**src/rtl/max7219_pkg.sv**
```systemverilog
// Shared types and constants for the MAX7219 display path: frame width,
// arbiter state encoding and sticky error bit positions.
package max7219_pkg;

    localparam int C_MAX7219_FRAME_WIDTH = 16;

    localparam int C_ERR_START   = 0;
    localparam int C_ERR_TIMEOUT = 1;

    typedef enum logic [1:0] {
        S_IDLE    = 2'd0,
        S_GRANTED = 2'd1,
        S_FRAME   = 2'd2,
        S_RELEASE = 2'd3
    } t_arb_state;

    // Modulo-n wrap for an index known to be below 2*n.
    function automatic int wrap_idx(input int idx, input int n);
        return (idx >= n) ? (idx - n) : idx;
    endfunction

endpackage

```
**src/rtl/max7219_if_arbiter_rr_picker.sv**
```systemverilog
// Combinational round-robin search: first asserted request at or after the
// pointer, wrapping, returned as one-hot, index and valid flag.
module rr_picker
    import max7219_pkg::*;
#(
    parameter int G_N  = 3,
    parameter int G_PW = $clog2(G_N)
) (
    input  logic [G_N-1:0]  i_req,
    input  logic [G_PW-1:0] i_ptr,
    output logic [G_N-1:0]  o_onehot,
    output logic [G_PW-1:0] o_idx,
    output logic            o_valid
);

    logic [G_PW-1:0] cand_s;
    logic [G_PW-1:0] sel_s;

    // Scan from farthest to nearest so the nearest hit is the one kept.
    always_comb begin
        cand_s   = '0;
        sel_s    = '0;
        o_valid  = 1'b0;
        o_onehot = '0;
        for (int off = G_N - 1; off >= 0; off--) begin
            cand_s  = G_PW'(wrap_idx(int'(i_ptr) + off, G_N));
            sel_s   = i_req[cand_s] ? cand_s : sel_s;
            o_valid = o_valid | i_req[cand_s];
        end
        o_onehot[sel_s] = o_valid;
        o_idx           = sel_s;
    end

endmodule

```
**src/rtl/max7219_if_arbiter.sv**
```systemverilog
// Round-robin arbiter sharing one max7219_if serial engine between several
// frame producers; a grant spans a whole transaction up to the en_load frame.
module max7219_if_arbiter
    import max7219_pkg::*;
#(
    parameter int G_NB_REQ     = 3,
    parameter int G_DATA_WIDTH = C_MAX7219_FRAME_WIDTH,
    parameter int G_TIMEOUT    = 1024
) (
    input  logic                             clk,
    input  logic                             rst_n,
    input  logic [G_NB_REQ-1:0]              i_req,
    output logic [G_NB_REQ-1:0]              o_gnt,
    input  logic [G_NB_REQ-1:0]              i_req_start,
    input  logic [G_NB_REQ-1:0]              i_req_en_load,
    input  logic [G_NB_REQ*G_DATA_WIDTH-1:0] i_req_data,
    output logic [G_NB_REQ-1:0]              o_req_done,
    output logic                             o_max7219_if_start,
    output logic                             o_max7219_if_en_load,
    output logic [G_DATA_WIDTH-1:0]          o_max7219_if_data,
    input  logic                             i_max7219_if_done,
    output logic                             o_busy,
    output logic [1:0]                       o_err
);

    localparam int          C_PW        = $clog2(G_NB_REQ);
    localparam logic [31:0] C_WDOG_LOAD = (G_TIMEOUT > 0) ? 32'(G_TIMEOUT - 1) : 32'd0;

    t_arb_state              state_q, state_d;
    logic [G_NB_REQ-1:0]     gnt_q, gnt_d;
    logic [C_PW-1:0]         gidx_q, gidx_d;
    logic [C_PW-1:0]         rr_ptr_q, rr_ptr_d;
    logic                    busy_q, busy_d;
    logic                    start_q, start_d;
    logic                    en_load_q, en_load_d;
    logic [G_DATA_WIDTH-1:0] data_q, data_d;
    logic [G_NB_REQ-1:0]     done_q, done_d;
    logic [1:0]              err_q, err_d;
    logic [31:0]             wdog_q, wdog_d;

    logic [G_NB_REQ-1:0]     pick_onehot_s;
    logic [C_PW-1:0]         pick_idx_s;
    logic                    pick_valid_s;
    logic                    req_g_s;
    logic                    start_g_s;
    logic                    wdog_expired_s;
    logic [G_NB_REQ-1:0]     accept_mask_s;
    logic                    stray_start_s;

    rr_picker #(
        .G_N  (G_NB_REQ),
        .G_PW (C_PW)
    ) u_picker (
        .i_req    (i_req),
        .i_ptr    (rr_ptr_q),
        .o_onehot (pick_onehot_s),
        .o_idx    (pick_idx_s),
        .o_valid  (pick_valid_s)
    );

    assign req_g_s        = i_req[gidx_q];
    assign start_g_s      = i_req_start[gidx_q];
    assign wdog_expired_s = (G_TIMEOUT != 0) && (wdog_q == 32'd0);
    // Only the granted requester in GRANTED may start; anything else is dropped.
    assign accept_mask_s  = (state_q == S_GRANTED) ? gnt_q : '0;
    assign stray_start_s  = |(i_req_start & ~accept_mask_s);

    // State and datapath registers.
    always_ff @(posedge clk or negedge rst_n) begin
        if (!rst_n) begin
            state_q   <= S_IDLE;
            gnt_q     <= '0;
            gidx_q    <= '0;
            rr_ptr_q  <= '0;
            busy_q    <= 1'b0;
            start_q   <= 1'b0;
            en_load_q <= 1'b0;
            data_q    <= '0;
            done_q    <= '0;
            err_q     <= 2'b00;
            wdog_q    <= 32'd0;
        end else begin
            state_q   <= state_d;
            gnt_q     <= gnt_d;
            gidx_q    <= gidx_d;
            rr_ptr_q  <= rr_ptr_d;
            busy_q    <= busy_d;
            start_q   <= start_d;
            en_load_q <= en_load_d;
            data_q    <= data_d;
            done_q    <= done_d;
            err_q     <= err_d;
            wdog_q    <= wdog_d;
        end
    end

    // Next-state logic.
    always_comb begin
        state_d = state_q;
        case (state_q)
            S_IDLE: begin
                state_d = pick_valid_s ? S_GRANTED : S_IDLE;
            end
            S_GRANTED: begin
                if (start_g_s) begin
                    state_d = S_FRAME;
                end else if (!req_g_s) begin
                    state_d = S_RELEASE;
                end else begin
                    state_d = S_GRANTED;
                end
            end
            S_FRAME: begin
                // Done wins over a simultaneous watchdog expiry.
                if (i_max7219_if_done) begin
                    state_d = (en_load_q || !req_g_s) ? S_RELEASE : S_GRANTED;
                end else if (wdog_expired_s) begin
                    state_d = S_RELEASE;
                end else begin
                    state_d = S_FRAME;
                end
            end
            S_RELEASE: begin
                state_d = S_IDLE;
            end
            default: begin
                state_d = S_IDLE;
            end
        endcase
    end

    // Output and datapath next values.
    always_comb begin
        gnt_d     = gnt_q;
        gidx_d    = gidx_q;
        rr_ptr_d  = rr_ptr_q;
        busy_d    = busy_q;
        start_d   = 1'b0;
        en_load_d = en_load_q;
        data_d    = data_q;
        done_d    = '0;
        err_d     = err_q;
        wdog_d    = wdog_q;
        err_d[C_ERR_START] = err_q[C_ERR_START] | stray_start_s;
        case (state_q)
            S_IDLE: begin
                gnt_d  = pick_onehot_s;
                gidx_d = pick_idx_s;
                busy_d = pick_valid_s;
            end
            S_GRANTED: begin
                if (start_g_s) begin
                    start_d   = 1'b1;
                    data_d    = i_req_data[gidx_q*G_DATA_WIDTH +: G_DATA_WIDTH];
                    en_load_d = i_req_en_load[gidx_q];
                    wdog_d    = C_WDOG_LOAD;
                end else begin
                    wdog_d    = wdog_q;
                end
            end
            S_FRAME: begin
                if (i_max7219_if_done) begin
                    done_d = gnt_q;
                end else if (wdog_expired_s) begin
                    err_d[C_ERR_TIMEOUT] = 1'b1;
                end else if (G_TIMEOUT != 0) begin
                    wdog_d = wdog_q - 32'd1;
                end else begin
                    wdog_d = wdog_q;
                end
            end
            S_RELEASE: begin
                gnt_d    = '0;
                busy_d   = 1'b0;
                rr_ptr_d = (gidx_q == C_PW'(G_NB_REQ - 1)) ? '0 : gidx_q + C_PW'(1);
            end
            default: begin
                gnt_d  = '0;
                busy_d = 1'b0;
            end
        endcase
    end

    assign o_gnt                = gnt_q;
    assign o_busy               = busy_q;
    assign o_req_done           = done_q;
    assign o_max7219_if_start   = start_q;
    assign o_max7219_if_en_load = en_load_q;
    assign o_max7219_if_data    = data_q;
    assign o_err                = err_q;

endmodule
```
**config.mk**
```make
export PLATFORM = sky130hd
export DESIGN_NAME = max7219_if_arbiter
export DESIGN_NICKNAME = d
export VERILOG_FILES = /design/src/rtl/max7219_pkg.sv /design/src/rtl/max7219_if_arbiter_rr_picker.sv /design/src/rtl/max7219_if_arbiter.sv
export SDC_FILE = /design/constraint.sdc
export NUM_CORES = 1
export LEC_CHECK = 0
export CAP_MARGIN = 5
export CORE_ASPECT_RATIO = 1.25
export CORE_MARGIN = 2
export CORE_UTILIZATION = 55
export DETAILED_ROUTE_END_ITERATION = 10
export GPL_ROUTABILITY_DRIVEN = 0
export GPL_TIMING_DRIVEN = 0
export PLACE_DENSITY = 0.87
export SYNTH_ARGS = -nofsm -noshare
export SYNTH_HDL_FRONTEND = slang
export SYNTH_SLANG_ARGS = --single-unit
```
**constraint.sdc**
```tcl
create_clock -name clk -period 4.2 [get_ports clk]
set_clock_uncertainty 0.15 [all_clocks]
set_input_delay 0.84 -clock clk [delete_from_list [all_inputs] [get_ports clk]]
set_output_delay 0.84 -clock clk [all_outputs]
set_load 0.05 [all_outputs]
```
==> flow_metrics.tcl, run 1 <==
set metrics [dict create \
    vias_per_cell 6.26 \
    swShare 0.469 \
    switchingPower_mw 1.45 \
    reg2reg_depth 9 \
    initial_utilization 0.575 \
    crit_required_ns 4.25 \
    setup_tns_ns 0 \
    drt_pre_antenna_iters 5 \
    syn_avg_cell_area_um2 9.13 \
    pwr-share-clk 0.173 \
    path_max_fanout 10 \
    finalPower_mw 3.09 \
    synth.net_count 484 \
    hold_viol_final 0 \
    vias 3785 \
    grt_pass1_vias 3769 \
    rsz0062_at_grt "no" \
    io_buffers 86 \
    synth_edf_count 0 \
    yosysSeqAreaShare 0.428 \
    die-area_um2 7590 \
    post_cts_buffers 0 \
    p_int_mw 1.64 \
    cts_buffers 9 \
    min_period_ns 2.92 \
    gr-usage-all-layers 0.285 \
    clkSinkCount 65 \
    fmax_ghz 0.342 \
    fp.dieW_um 78.3 \
    ir_drop_mv 0.483 \
    diodes 0 \
    antenna_left 0 \
    yosys_most_used_dff "dfrtp_1" \
    drcViolationCount 0 \
    synthCells 416 \
    finish.net_count 582 \
    syn2layout_area_growth_pct 31.0 \
    clk_latency_ns 0.35 \
    antenna_found_initial 0 \
    end_kind "flop" \
    cap_viol_max_count 0 \
    wl_per_cell_um 17.3 \
    ys_warn_count 0 \
    grt_pass1_wl_mm 17.2 \
    ios 87 \
    grt.overflow.total 0 \
    powerDensity_nw_per_um2 621 \
    status "finished clean" \
    rows 33 \
    htreeDepth 3 \
    post_cts_resized 0 \
    dp_hpwl_mm 7.78 \
    wl_mm 10.5 \
    worstHoldPathCells 1 \
    setup_viol 0 \
    synth_cell_types 62 \
    worstMarginPinSlew_ns 1.06 \
    combPwrFrac 0.553 \
    clk_pin_slew_ns 0.07 \
    synth-seq-cells 65 \
    drt_iter0_markers 411 \
    hp-class "flop to flop" \
    syn_area_um2 3800 \
    period_share 0.696 \
    p_leak_nw 2.08 \
    die_y_um 96.9 \
    post-route-util 0.753 \
    cts_tree "built" \
    async_flop_share 1.00 \
    critPathKind "flop to flop" \
    slew_headroom 0.288 \
    grt_max_degree 40 \
    cts_buffer_depth 2 \
    hold_buffers 0 \
    drive_gt1_frac 0.0753 \
    core_um2 6610 \
    cts-root-buf "clkbuf_8" \
    arrival_ns 2.97 \
    share_seq_of_total_power 0.274 \
    critPathLaunchType "flop" \
    drv_slew 0 \
]
## synth_stat cells, drive strengths merged (2+ instances only)
cell / n / area [um2]
nor2: 38 / 143
nand3: 11 / 55.1
o211ai: 2 / 15.0
and3: 7 / 43.8
a211o: 6 / 52.6
nand4: 4 / 25.0
dfrtp: 65 / 1630
a32o: 2 / 20.0
o21ai: 33 / 165
inv: 13 / 48.8
mux2: 5 / 56.3
nand2b: 7 / 43.8
a21o: 2 / 15.0
nor4: 11 / 75.1
a41oi: 2 / 17.5
nand4b: 3 / 32.5
o311ai: 2 / 17.5
nor2b: 3 / 18.8
nor3: 12 / 65.1
a2bb2oi: 2 / 17.5
a21oi: 33 / 165
a31oi: 13 / 81.3
o41ai: 3 / 45.1
or3: 3 / 18.8
mux2i: 18 / 180
a22o: 4 / 35.0
nand2: 39 / 146
o31ai: 9 / 67.6
or4: 8 / 65.1
clkbuf: 17 / 63.8
ha: 8 / 100
o311a: 2 / 20.0
a22oi: 2 / 15.0
or2: 2 / 12.5
and4b: 2 / 20.0
buf: 9 / 85.1
## area by class of cell
cell class	count	area (um2)
Inverter	13	48.8
Clock inverter	5	56.3
Multi-Input combinational cell	312	1970
Tap cell	87	109
Clock buffer	10	138
Timing Repair Buffer	87	876
Sequential cell	65	1630
Buffer	26	149
Fill cell	484	1630
## final timing paths
path	startpoint	endpoint	slack (ns)
max in group asynchronous	rst_n	o_max7219_if_data[8]$_DFFE_PN0P_	2.80
setup reg to reg	wdog_q[0]$_DFFE_PN0P_	wdog_q[1]$_DFFE_PN0P_	1.28
hold reg to reg	o_busy$_DFFE_PN0P_	o_busy$_DFFE_PN0P_	0.33
setup / recovery	wdog_q[0]$_DFFE_PN0P_	wdog_q[1]$_DFFE_PN0P_	1.28
min in group asynchronous	rst_n	wdog_q[18]$_DFFE_PN0P_	0.46
hold / removal	o_busy$_DFFE_PN0P_	o_busy$_DFFE_PN0P_	0.33
## critical path, stage by stage, from the launching register on
cell and delay, ns:
dfrtp_1 0.40, inv_1 0.09, ha_1 0.22, or4b_1 0.56, or2_1 0.26, buf_6 0.14
o41a_1 0.29, buf_2 0.21, nand2_1 0.30, a22oi_1 0.15
## kinds of logic (layout without fill, tap and decap cells)
kind of cell | Yosys count | count (layout) | synth area share
AO/OA/AOI/OAI | 126 | 126 | 0.219
XOR/XNOR | 1 | 1 | 0.00231
adder cells (fa/ha/maj) | 9 | 9 | 0.0290
buffers and inverters | 39 | 141 | 0.0520
flip-flops | 65 | 65 | 0.428
multiplexers | 23 | 23 | 0.0623
AND/OR/NAND/NOR | 153 | 153 | 0.208
## state kept, by name, indices dropped and copies added, names as in the netlist, 2 cells and up
register           flops
gidx_q                 2
o_err                  2
o_gnt                  3
o_max7219_if_data     16
o_req_done             3
state_q                2
wdog_q                32
rr_ptr_q               2
## metal layers
layer  track usage  up-vias  share of wire
li1              -     1739              -
met1         0.319     1816           0.38
met2         0.492      203           0.51
met3        0.0830       27          0.091
met4         0.132        0          0.021
met5             0        -              0
## cell usage in the layout, fill, tap and decap left out, types with 3 or more instances in the layout
cell,instances
o21ai_0,33
nand2b_1,7
a21oi_1,33
o31ai_1,9
mux2_2,5
buf_6,4
clkbuf_1,17
nand4_1,4
nor3_1,11
nor4_1,10
or4_1,6
nand2_1,39
mux2i_1,18
a22o_1,4
a211o_1,6
nand3_1,11
a31oi_1,13
clkbuf_8,10
nor2_1,38
or3_1,3
and3_1,7
inv_1,13
dfrtp_1,65
nor2b_1,3
ha_1,8
clkdlybuf4s50_1,85
## power by group through the flow
| stage | Sequential [mW] | Clock (mW) | Combinational (mW) |
|---|---|---|---|
| 6_report | 0.845 | 0.535 | 1.71 |
| 5_1_grt | 0.861 | 0.563 | 1.84 |
| 4_1_cts | 0.845 | 0.538 | 1.70 |
| 3_5_place_dp | 0.855 | 0 | 1.69 |
| 3_3_place_gp | 0.847 | 0 | 1.65 |
| 2_1_floorplan | 1.18 | 0 | 0.821 |
## through the flow
| stage | instances | setup slack [ns] | instance area [um2] | hold WS [ns] |
|---|---|---|---|---|
| 6_report | 605 | 1.28 | 4980 | 0.329 |
| 5_1_grt | 605 | 1.03 | 4980 | 0.355 |
| 4_1_cts | 605 | 1.33 | 4980 | 0.333 |
| 3_5_place_dp | 590 | 1.08 | 4780 | 0.311 |
| 3_3_place_gp | 589 | 0.106 | 4770 | 0.312 |
| 2_1_floorplan | 416 | 1.62 | 3800 | 0.301 |
No activity file was read; power rests on OpenSTA's default activity.
==> inputs of run 2 (changes only) <==
--- a/config.mk
+++ b/config.mk
@@ -8,11 +8,11 @@
 export CAP_MARGIN = 5
 export CORE_ASPECT_RATIO = 1.25
 export CORE_MARGIN = 2
-export CORE_UTILIZATION = 55
+export CORE_UTILIZATION = 51
 export DETAILED_ROUTE_END_ITERATION = 10
 export GPL_ROUTABILITY_DRIVEN = 0
 export GPL_TIMING_DRIVEN = 0
-export PLACE_DENSITY = 0.87
+export PLACE_DENSITY = 0.81
 export SYNTH_ARGS = -nofsm -noshare
 export SYNTH_HDL_FRONTEND = slang
 export SYNTH_SLANG_ARGS = --single-unit
==> constraint.sdc (replaced) <==
create_clock -name clk -period 2.7 [get_ports clk]
set_clock_uncertainty 0.15 [all_clocks]
set_input_delay 0.54 -clock clk [delete_from_list [all_inputs] [get_ports clk]]
set_output_delay 0.54 -clock clk [all_outputs]
set_load 0.05 [all_outputs]
==> run 2 against run 1 <==
Compared with the run above:
- the flow now finishes with violations (setup timing)
- critical path depth down 3
- critical endpoint is now wdog_q[29]$_DFFE_PN0P_
- largest power group unchanged
- largest cell class unchanged
- worst hold slack worse by 0.21 ns
- sequential power is 55% higher
==> flow_metrics.tcl, run 2 (same netlist as run 1, synthesis figures left out) <==
set metrics [dict create \
    status "complete, but fails checks" \
    violations "setup timing" \
    gr-usage-all-layers 0.277 \
    hold_slack_ns 0.115 \
    worstMarginPinSlew_ns 0.798 \
    post_dp_cell_area_um2 4770 \
    fmax_ghz 0.369 \
    syn2layout_area_growth_pct 35.3 \
    cts-root-buf "clkbuf_8" \
    cts_buffers 9 \
    initial_utilization 0.519 \
    wl_mm 10.7 \
    critical-path-slowest-cell "or4_1" \
    antenna_found_initial 0 \
    min_period_ns 2.71 \
    slew_headroom 0.468 \
    hold_buffers 0 \
    design_area_um2 5140 \
    rsz0062_at_grt "yes" \
    wl_per_cell_um 17.2 \
    powerDensity_nw_per_um2 976 \
    core_um2 7310 \
    io_buffers 86 \
    rows 35 \
    grt.overflow.total 0 \
    crit_top_cell "or4_1" \
    cap_viol_max_count 0 \
    drive_gt1_frac 0.123 \
    arrival_ns 2.83 \
    dp_hpwl_mm 7.58 \
    antenna_left 0 \
    hold_viol_final 0 \
    htreeDepth 3 \
    largest_reg_flops 32 \
    path_max_fanout 7 \
    vias 3871 \
    drv_slew 0 \
    layout_common_cells "85 x clkdlybuf4s50_1, 65 x dfrtp_1, 38 x nor2_1, 38 x nand2_1" \
    vias_per_cell 6.23 \
    preCtsSetupSlack_ns -0.242 \
    clk_pin_slew_ns 0.08 \
    finish.net_count 592 \
    critPathKind "flop to flop" \
    timing.final.ws_setup_ns -0.0121 \
    cp_slowest_stage_delay_ns 0.61 \
    setup_viol 1 \
    grt_max_degree 66 \
    ir_drop_mv 0.777 \
    period_share 1.00 \
    die_y_um 100 \
    grt_pass1_vias 3794 \
    path_buf_inv 1 \
    die-area_um2 8160 \
    clkSinkCount 65 \
    ios 87 \
    top_register "wdog_q" \
    drt_iter0_markers 456 \
    crit_family "simple AND/OR/NAND/NOR gates" \
    diodes 0 \
    grt_pass1_wl_mm 17.4 \
    end_kind "flop" \
    clk_latency_ns 0.36 \
    drcViolationCount 0 \
    final_common_cell "clkdlybuf4s50_1" \
    fp.dieW_um 81.2 \
    path_cells "buf_4, or4_1, or4_1, nor4_1, nand4_1, a21oi_1" \
    cts_tree "built" \
    hp-class "input pin to asynchronous set/reset pin" \
    p_leak_nw 2.14 \
    drt_pre_antenna_iters 6 \
    crit_required_ns 2.82 \
    cts_buffer_depth 2 \
    critPathLaunchType "flop" \
]
[run 2: cell types whose count changed in the layout (fill, tap and decap cells not counted), sizes merged]
cell and delta:
inv +1, clkbuf -2, clkinv -2, clkinvlp +2, buf +12
[run 2: through the flow]
stage / total power [mW] / util / instances / setup TNS (ns)
after floorplan: 3.11 / - / 416 / 0
after global placement: 3.90 / 0.653 / 594 / -74.63
after detailed placement: 3.96 / 0.653 / 594 / -3.90
after CTS: 4.97 / 0.698 / 622 / -0.0691
after global routing: 5.31 / 0.703 / 621 / -0.371
final: 5.02 / 0.703 / 621 / -0.0121
[run 2: final timing paths]
path	slack (ns)	to	start	depth (start not counted)
max	-0.01	wdog_q[29]$_DFFE_PN0P_	wdog_q[1]$_DFFE_PN0P_	6
min	0.11	wdog_q[3]$_DFFE_PN0P_	rst_n	1
max reg2reg	-0.01	wdog_q[29]$_DFFE_PN0P_	wdog_q[1]$_DFFE_PN0P_	6
min reg2reg	0.33	o_err[1]$_DFFE_PN0P_	o_err[1]$_DFFE_PN0P_	1
max in group asynchronous	1.75	gidx_q[1]$_DFFE_PN0N_	rst_n	1
min in group clk	0.33	o_err[1]$_DFFE_PN0P_	o_err[1]$_DFFE_PN0P_	1
[run 2: area by class of cell]
cell class              instances  area, um2
flip-flops and latches         65       1630
clock buffers                  10        138
inverters                      13       48.8
fillers                       567       2170
plain buffers                  22        119
repair buffers                101        971
clock inverters                 6       66.3
well taps                      92        115
multi-input cells             312       2050
[run 2: worst register-to-register path: cells and delay by family (launching register included)]
family	cells	cell delay [ns]
AO/OA/AOI/OAI	1	0.21
buffers and inverters	1	0.14
flip-flops	1	0.39
AND/OR/NAND/NOR	4	1.74
[run 2: power by group]
group          internal, mW  total [mW]  switching (mW)
clock network         0.452       0.868           0.416
logic                  1.03        2.84            1.81
registers              1.18        1.31           0.126
[run 2: routing by layer]
layer,track usage,vias up,part of all wire
met3,0.0717,54,0.090
met1,0.314,1830,0.36
met5,0,-,0
li1,-,1763,-
met2,0.469,224,0.50
met4,0.153,0,0.044
[run 2: repair_timing]
action / 4_1_cts / 5_1_grt
setup buffers: 11 / 3
resized for setup: 10 / 8
cloned: 1 / 0
pin swaps: 7 / 4
setup endpoints to repair: 31 / 31
hold endpoints to repair: 0 / 0
